===== src/rtl/perf_ctrl.sv =====
// perf_ctrl: performance-counter controller.
//   Seven CNT_W-bit event counters (cycles, IFU issue, I-cache access,
//   I-cache hit, LSU read, LSU write, LSU stall) with freeze, clear_all,
//   sticky overflow flags and a low/high read snapshot. All of it is reached
//   through a single-outstanding CSR request/response port.
//
// Ports:
//   clk, reset (async, active low)
//   ifu_valid, icache_valid, icache_start, icache_isHit,
//   lsu_ren, lsu_wen, lsu_isWaiting      - event tap inputs
//   csr_req_valid/csr_req_ready, csr_wen, csr_addr, csr_wdata - request
//   csr_resp_valid/csr_resp_ready, csr_rdata, csr_resp_err    - response
//   ovf_irq                               - only with PERF_CTRL_OVF_IRQ_EN
//
// Build option: define PERF_CTRL_OVF_IRQ_EN to add the ovf_irq output and
// CTRL bit2 (irq_en). Without it CTRL bit2 reads 0 and ignores writes.
//
// Register window, offset = csr_addr - CSR_BASE:
//   2i / 2i+1 : counter i low / high word
//   0x20 CTRL : bit0 freeze, bit1 clear_all (self-clearing), bit2 irq_en
//   0x21 STATUS: bits6:0 overflow flags, write-1-to-clear

module perf_ctrl #(
    parameter int          CNT_W    = 64,
    parameter logic [11:0] CSR_BASE = 12'hB00
) (
    input  logic        clk,
    input  logic        reset,
    input  logic        ifu_valid,
    input  logic        icache_valid,
    input  logic        icache_start,
    input  logic        icache_isHit,
    input  logic        lsu_ren,
    input  logic        lsu_wen,
    input  logic        lsu_isWaiting,
    input  logic        csr_req_valid,
    output logic        csr_req_ready,
    input  logic        csr_wen,
    input  logic [11:0] csr_addr,
    input  logic [31:0] csr_wdata,
    output logic        csr_resp_valid,
    input  logic        csr_resp_ready,
    output logic [31:0] csr_rdata,
`ifdef PERF_CTRL_OVF_IRQ_EN
    output logic        ovf_irq,
`endif
    output logic        csr_resp_err
);

    // state | meaning
    // IDLE  | ready for a request; access is performed on acceptance
    // RESP  | response registered and held until csr_resp_ready
    typedef enum logic {IDLE = 1'b0, RESP = 1'b1} state_t;

    localparam int HI_W = CNT_W - 32;

    state_t state, state_nxt;

    logic [CNT_W-1:0] cnt    [7];
    logic [31:0]      cnt_hi [7];
    logic [6:0]       evt, wr_lo, wr_hi, inc, wrap;
    logic [6:0]       ovf, ovf_clr;
    logic             freeze, irq_en_q;
    logic [31:0]      shadow;
    logic [2:0]       shadow_idx;
    logic             shadow_vld;
    logic [11:0]      offset;
    logic [2:0]       idx;
    logic             is_cnt, is_ctrl, is_status;
    logic             accept, wr_acc, rd_acc, clear_all;
    logic [31:0]      rd_word;

    // Offset arithmetic wraps in 12 bits, so addresses below the base land
    // at large offsets and fall into the error case.
    assign offset    = csr_addr - CSR_BASE;
    assign idx       = offset[3:1];
    assign is_cnt    = offset < 12'd14;
    assign is_ctrl   = offset == 12'h020;
    assign is_status = offset == 12'h021;

    assign accept    = (state == IDLE) & csr_req_valid;
    assign wr_acc    = accept & csr_wen;
    assign rd_acc    = accept & ~csr_wen;
    assign clear_all = wr_acc & is_ctrl & csr_wdata[1];
    assign ovf_clr   = (wr_acc & is_status) ? csr_wdata[6:0] : 7'd0;

    assign evt = {lsu_isWaiting, lsu_wen, lsu_ren,
                  icache_valid & icache_start & icache_isHit,
                  icache_valid & icache_start, ifu_valid, 1'b1};

    always_comb begin
        for (int i = 0; i < 7; i++) begin
            cnt_hi[i] = 32'(cnt[i] >> 32);
            wr_lo[i]  = wr_acc && (offset == 12'(2 * i));
            wr_hi[i]  = wr_acc && (offset == 12'(2 * i + 1));
            // A write or clear on this counter swallows the cycle's event.
            inc[i]    = evt[i] & ~freeze & ~wr_lo[i] & ~wr_hi[i] & ~clear_all;
            wrap[i]   = inc[i] & (&cnt[i]);
        end
    end

    always_comb begin
        rd_word = '0;
        if (is_cnt) begin
            if (!offset[0])
                rd_word = cnt[idx][31:0];
            else if (shadow_vld && (shadow_idx == idx))
                rd_word = shadow;
            else
                rd_word = cnt_hi[idx];
        end else if (is_ctrl) begin
            rd_word = {29'd0, irq_en_q, 1'b0, freeze};
        end else if (is_status) begin
            rd_word = {25'd0, ovf};
        end
    end

    always_ff @(posedge clk or negedge reset) begin
        if (!reset) begin
            for (int i = 0; i < 7; i++) cnt[i] <= '0;
        end else begin
            for (int i = 0; i < 7; i++) begin
                if (clear_all)
                    cnt[i] <= '0;
                else if (wr_lo[i])
                    cnt[i][31:0] <= csr_wdata;
                else if (wr_hi[i])
                    cnt[i][CNT_W-1:32] <= csr_wdata[HI_W-1:0];
                else if (inc[i])
                    cnt[i] <= cnt[i] + CNT_W'(1);
            end
        end
    end

    always_ff @(posedge clk or negedge reset) begin
        if (!reset) begin
            ovf        <= '0;
            freeze     <= 1'b0;
            shadow     <= '0;
            shadow_idx <= '0;
            shadow_vld <= 1'b0;
        end else begin
            // A wrap in the same cycle as a W1C of that bit keeps it set.
            ovf <= (ovf & ~ovf_clr) | wrap;
            if (wr_acc && is_ctrl)
                freeze <= csr_wdata[0];
            if (rd_acc && is_cnt && !offset[0]) begin
                shadow     <= cnt_hi[idx];
                shadow_idx <= idx;
                shadow_vld <= 1'b1;
            end
        end
    end

`ifdef PERF_CTRL_OVF_IRQ_EN
    always_ff @(posedge clk or negedge reset) begin
        if (!reset) begin
            irq_en_q <= 1'b0;
            ovf_irq  <= 1'b0;
        end else begin
            if (wr_acc && is_ctrl)
                irq_en_q <= csr_wdata[2];
            ovf_irq <= irq_en_q & (|ovf);
        end
    end
`else
    assign irq_en_q = 1'b0;
`endif

    always_ff @(posedge clk or negedge reset) begin
        if (!reset)
            state <= IDLE;
        else
            state <= state_nxt;
    end

    always_comb begin
        state_nxt      = state;
        csr_req_ready  = 1'b0;
        csr_resp_valid = 1'b0;
        case (state)
            IDLE: begin
                csr_req_ready = 1'b1;
                if (csr_req_valid)
                    state_nxt = RESP;
            end
            RESP: begin
                csr_resp_valid = 1'b1;
                if (csr_resp_ready)
                    state_nxt = IDLE;
            end
            default: state_nxt = IDLE;
        endcase
    end

    always_ff @(posedge clk or negedge reset) begin
        if (!reset) begin
            csr_rdata    <= '0;
            csr_resp_err <= 1'b0;
        end else if (accept) begin
            csr_rdata    <= csr_wen ? 32'd0 : rd_word;
            csr_resp_err <= ~(is_cnt | is_ctrl | is_status);
        end
    end

endmodule

===== config.mk =====
export PLATFORM = sky130hd
export DESIGN_NAME = perf_ctrl
export DESIGN_NICKNAME = d
export VERILOG_FILES = /design/src/rtl/perf_ctrl.sv
export SDC_FILE = /design/constraint.sdc
export NUM_CORES = 2
export LEC_CHECK = 0
export ABC_AREA = 0
export ABC_CLOCK_PERIOD_IN_PS = 2890
export CAP_MARGIN = 15
export CORE_ASPECT_RATIO = 0.5
export CORE_MARGIN = 1.5
export CORE_UTILIZATION = 57
export DETAILED_ROUTE_END_ITERATION = 7
export MAX_ROUTING_LAYER = met4
export PLACE_DENSITY = 0.79
export RECOVER_POWER = 100
export SLEW_MARGIN = 20
export SYNTH_ARGS = -nofsm -noshare
export SYNTH_HDL_FRONTEND = slang
export SYNTH_SLANG_ARGS = --single-unit

===== constraint.sdc =====
create_clock -name clk -period 2.89 [get_ports clk]
set_input_delay 0.578 -clock clk [delete_from_list [all_inputs] [get_ports clk]]
set_output_delay 0.578 -clock clk [all_outputs]
set_load 0.01 [all_outputs]

# Yosys cells after proc, flatten, opt, wreduce, memory -nomap -nowiden
# Cells that the tools add are included.
# classes
eq_ne	30
muxes	60
n_bitwise	67
n_addsub	8
n_reduce_logical	55
n_lt_le_gt_ge	2
# op_table
cell	count
$mux 32	36
$mux 64	14
$add 64x1->64 const B	7
$reduce_and 64->1	7
$bmux 64 s3	1
$bmux 32 s3	1
$eq 12x4->1 const B	6
$eq 12x3->1 const B	4
$and 1x1->1	42
$reduce_bool 3->1	14
$reduce_and 2->1	14
$eq 12x2->1 const B	2
$eq 12x6->1 const B	2
$mux 7	3
$ne 3x2->1 const B	7
$not 1->1	19
$logic_and 1x1->1	18
$ne 2x1->1 const B	7
$eq 12x1->1 const B	1
$logic_not 12->1	1
$lt 12x4->1 const B	1
$sub 12x12->12 const B	1
$and 7x7->7	1
$not 7->7	1
8 further kinds	12
# totals
input_bits	56
output_inout_bits	35
register_bits	526
word_cells	244

# Longest topological paths before layout
# depth
ltp_word	12
ltp_mapped	10
mapped_depth_nobuf	7

# Worst setup path after synthesis
# No wires, ideal clock.
# synth_path
path_type	input-to-reg
from	in csr_addr[5]
to	reg cnt[173] (netlist name)
setup_ns	0.094
path_buffers	2
t_required_ns	2.796
setup_slack_ns	0.254
path_stages	8
t_arrival_ns	2.542
path_cell_list	buf_2 -> or4_1 -> or4_1 -> nand4_1 -> buf_2 -> nor3_1 -> xnor2_1 -> a211oi_1
# synth_between
elab_chain_cells	9
word_cells_on_any_way	20
classes_between	add/sub: 1; eq/ne: 4; mux: 3; bitwise: 8; reduce/logical: 4
# synth_lines
item	line_no	rtl
from (decl)	39	input logic [11:0] csr_addr,
$sub 12x12->12 (*)	75	assign offset = csr_addr - CSR_BASE;
$eq 12x4->1	94	wr_lo[i] = wr_acc && (offset == 12'(2 * i));
$logic_and 1x1->1	94	
$not 1->1	97	inc[i] = evt[i] & ~freeze & ~wr_lo[i] & ~wr_hi[i] & ~clear_all;
$and 1x1->1 (3 in a row)	97	
$reduce_bool 3->1 (no line)	n/a	
$reduce_and 2->1 (no line)	n/a	
to (signal, indexed assignment)	126	cnt[i][31:0] <= csr_wdata;
to (signal, indexed assignment)	128	cnt[i][CNT_W-1:32] <= csr_wdata[HI_W-1:0];
to (signal, indexed assignment)	130	cnt[i] <= cnt[i] + CNT_W'(1);
to (decl)	59	logic [CNT_W-1:0] cnt [7];
# Mark *: on every way between the ends. The rest lies on a longest branch, timed or not. The select of a mux whose other input is x is not followed.
# A chain may end at the register's enable or synchronous reset.

# Worst setup path in the final report
# layout_path
from	in csr_addr[7]
to	reg cnt[48] (netlist name)
# The elaborated chain is that of the path after synthesis.

==> results.py <==
metrics = {
    "floorplan": {
        "start_util_pct": 58.24,
        "coreArea_um2": 61660,
        "rows": 64,
        "die_w_um": 358.0,
        "die_h_um": 180.5,
        "pin_count": 91,
        "die-area_um2": 64610,
    },
    "final_layout": {
        "mostFrequentLayoutCells": "nand2_1, dfrtp_1, o21ai_0",
        "drive_above_1_share_pct": 15.57,
        "layout.nets": 4748,
        "utilization_pct": 69.87,
        "layout_commonest_cell": "nand2_1",
        "syn2layout_area_growth_pct": 19.96,
        "fillerInstances": 4895,
    },
    "timing": {
        "worst_slew_pin_slew_ns": 1.906,
        "skew_ns": 0.04297,
        "setup_violations": 1,
        "setup_tns_ns": -0.004995,
        "max_freq_ghz": 0.3454,
        "setup_ws_ns": -0.004995,
        "post-route-period-util_pct": 100.2,
        "max_slew_margin_pct": -27.05,
        "final_max_slew_viol_count": 50,
        "rsz0062_at_grt": "false",
        "post-route-min-period_ns": 2.895,
        "hold_violations": 0,
    },
    "grt": {
        "grt_pass1_vias": 37281,
        "antenna_found_initial": 21,
        "busiest_layer": "met1",
        "grt_overflow": 0,
        "grt_max_degree": 73,
        "grt_use_met2_pct": 68.73,
        "grtUsageTotal_pct": 56.20,
        "grt_pass1_wl_mm": 256.7,
        "use_met1_pct": 71.79,
        "use_met3_pct": 34.29,
    },
    "route": {
        "routed_wl_mm": 180.1,
        "post_drt_wl_per_cell_um": 32.26,
        "drc": 5,
        "ant_nets": 0,
        "drtPass1Iterations": 8,
        "avgViaCountPerCell": 7.401,
        "drt-initial-drc-count": 8356,
        "vias": 41319,
    },
    "synth": {
        "netlist_area_um2": 35910,
        "synth-async-reset-ratio_pct": 100.0,
        "synth_top_flop_cell": "dfrtp_1",
        "ys_ff_latch": 526,
        "yosys_warnings": 0,
        "synth_cell_type_count": 92,
        "yosysSeqAreaShare_pct": 36.65,
        "synthCells": 4317,
        "synth_edf_count": 0,
        "avgSynthCellArea_um2": 8.319,
        "syn_nets": 4380,
    },
    "status": {
        "status": "complete, but fails checks",
        "failed_checks": "DRC, capacitance limit, slew limit, setup timing",
    },
    "clock_network": {
        "root_buffer": "clkbuf_16",
        "clkLatencyLatePin_ns": 0.67,
        "htree_levels": 2,
        "cts_tree": "yes",
        "clk_pin_slew_ns": 0.08,
        "cts_buffers": 51,
        "cts_buffer_depth": 3,
        "clock-sinks": 526,
    },
    "pwr": {
        "power_uw": 19240,
        "power_leakage_uw": 0.01682,
        "combPwrFrac_pct": 16.7,
        "power_switching_uw": 6217,
        "clockPowerShare_pct": 39.0,
        "powerDensity_nw_per_um2": 446.6,
        "seqPwrFrac_pct": 44.2,
        "power.internal_uw": 13030,
        "switching_share_pct": 32.31,
        "peakVddDrop_mv": 0.5241,
    },
    "worst_hold_path": {
        "hp-class": "in2reg",
        "holdPathStages": 4,
    },
    "setup_path": {
        "r2r_cells": 7,
        "end_kind": "register",
        "crit_arrival_ns": 3.41,
        "worst-path-max-fanout": 13,
        "critPathLaunchType": "input port",
        "path_class": "in2reg",
        "required_ns": 3.40,
    },
    "place": {
        "dp_hpwl_mm": 131.3,
        "place_congestion": 1.122,
        "place_ws_ns": -0.4827,
        "io_buffers": 90,
    },
    "run": {
        "cap_violations": 1,
    },
}
==> critical path, stage by stage <==
cell and delay, ns:
clkdlybuf4s50_1 0.44, clkbuf_4 0.14, nor3_1 0.22, buf_4 0.25
buf_4 0.14, nand4b_1 0.11, clkbuf_2 0.42, nor3_1 0.46
buf_4 0.31, nor4bb_1 0.08, a21oi_1 0.13, o21ai_0 0.09
==> state kept, by name, indices dropped and copies added (netlist names) <==
name / cells
freeze: 1
csr_resp_err: 1
cnt: 448
state: 1
shadow_idx: 3
ovf: 7
shadow: 32
shadow_vld: 1
csr_rdata: 32
==> cell usage after synthesis, types with 69 or more instances <==
| master | instances | area share [%] |
|---|---|---|
| a21oi_1 | 220 | 3.1 |
| and3_1 | 74 | 1.3 |
| buf_2 | 69 | 0.96 |
| clkbuf_1 | 207 | 2.2 |
| dfrtp_1 | 526 | 37 |
| inv_1 | 82 | 0.86 |
| mux2i_1 | 93 | 2.6 |
| nand2_1 | 547 | 5.7 |
| nand3_1 | 207 | 2.9 |
| nand4_1 | 146 | 2.5 |
| nor2_1 | 276 | 2.9 |
| nor3_1 | 165 | 2.3 |
| nor4_1 | 128 | 2.2 |
| o21ai_0 | 393 | 5.5 |
| o22ai_1 | 91 | 1.6 |
| o31ai_1 | 86 | 1.8 |
| xnor2_1 | 152 | 3.7 |
| xor2_1 | 80 | 2.0 |
==> logic make-up after synthesis <==
| logic type | count (synthesis) | share of synthesized area (%) |
|---|---|---|
| buf+inv | 398 | 4.596 |
| xor+xnor | 232 | 5.658 |
| fa+ha+maj | 7 | 0.2439 |
| mux | 175 | 6.104 |
| compound gates | 1192 | 21.15 |
| simple gates | 1787 | 25.59 |
| flops | 526 | 36.65 |
==> power groups by stage <==
stage	Clock (uW)	Sequential [uW]	Combinational, uW
after floorplan	0	8300	1520
after global placement	0	8550	2980
after detailed placement	0	8570	3050
after CTS	7400	8430	3070
after global routing	7690	8510	3320
final	7510	8510	3220
==> worst paths after layout <==
kind | to | slack, ns | startpoint
max in group asynchronous | csr_rdata[29] | 0.34 | reset
min reg2reg | shadow_vld | 0.48 | shadow_vld
max | cnt[48] | -0.005 | csr_addr[7]
min in group asynchronous | cnt[82] | 0.95 | reset
max reg2reg | cnt[184] | 0.03 | cnt[157]
min | shadow_idx[2] | 0.43 | csr_addr[3]
==> per-stage QoR <==
| stage | hold WS [ns] | instance area (um2) | cells |
|---|---|---|---|
| floorplan | 0.2824 | 35910 | 4317 |
| global placement | 0.4478 | 41680 | 5456 |
| detailed placement | 0.4638 | 41680 | 5456 |
| CTS | 0.4094 | 43440 | 5547 |
| global route | 0.4385 | 43060 | 5575 |
| finish | 0.4269 | 43080 | 5583 |
==> metal layers <==
metal  vias to the layer above  share of wire, %
li1                      16959                 -
met1                     19740                36
met2                      3861                37
met3                       759                21
met4                         0               6.1
met5                         -                 0
==> timing repair <==
item / 4_1_cts / 5_1_grt
hold buffers: 1 / 0
buffers inserted: 0 / 0
resized for setup: 0 / 9
endpoints found under the hold margin: 38 / 0
endpoints found under the setup margin: 0 / 13
==> area by class of cell <==
type / count / area [um2] / area share [%]
Antenna cell: 36 / 90.09 / 0.2091
Clock buffer: 76 / 1563 / 3.627
Clock inverter: 14 / 185.2 / 0.4298
Inverter: 82 / 307.8 / 0.7145
Multi-Input combinational cell: 3393 / 21160 / 49.11
Sequential cell: 526 / 13170 / 30.56
Tap cell: 825 / 1032 / 2.396
Timing Repair Buffer: 631 / 5580 / 12.95
Power figures use the tool's default switching activity.
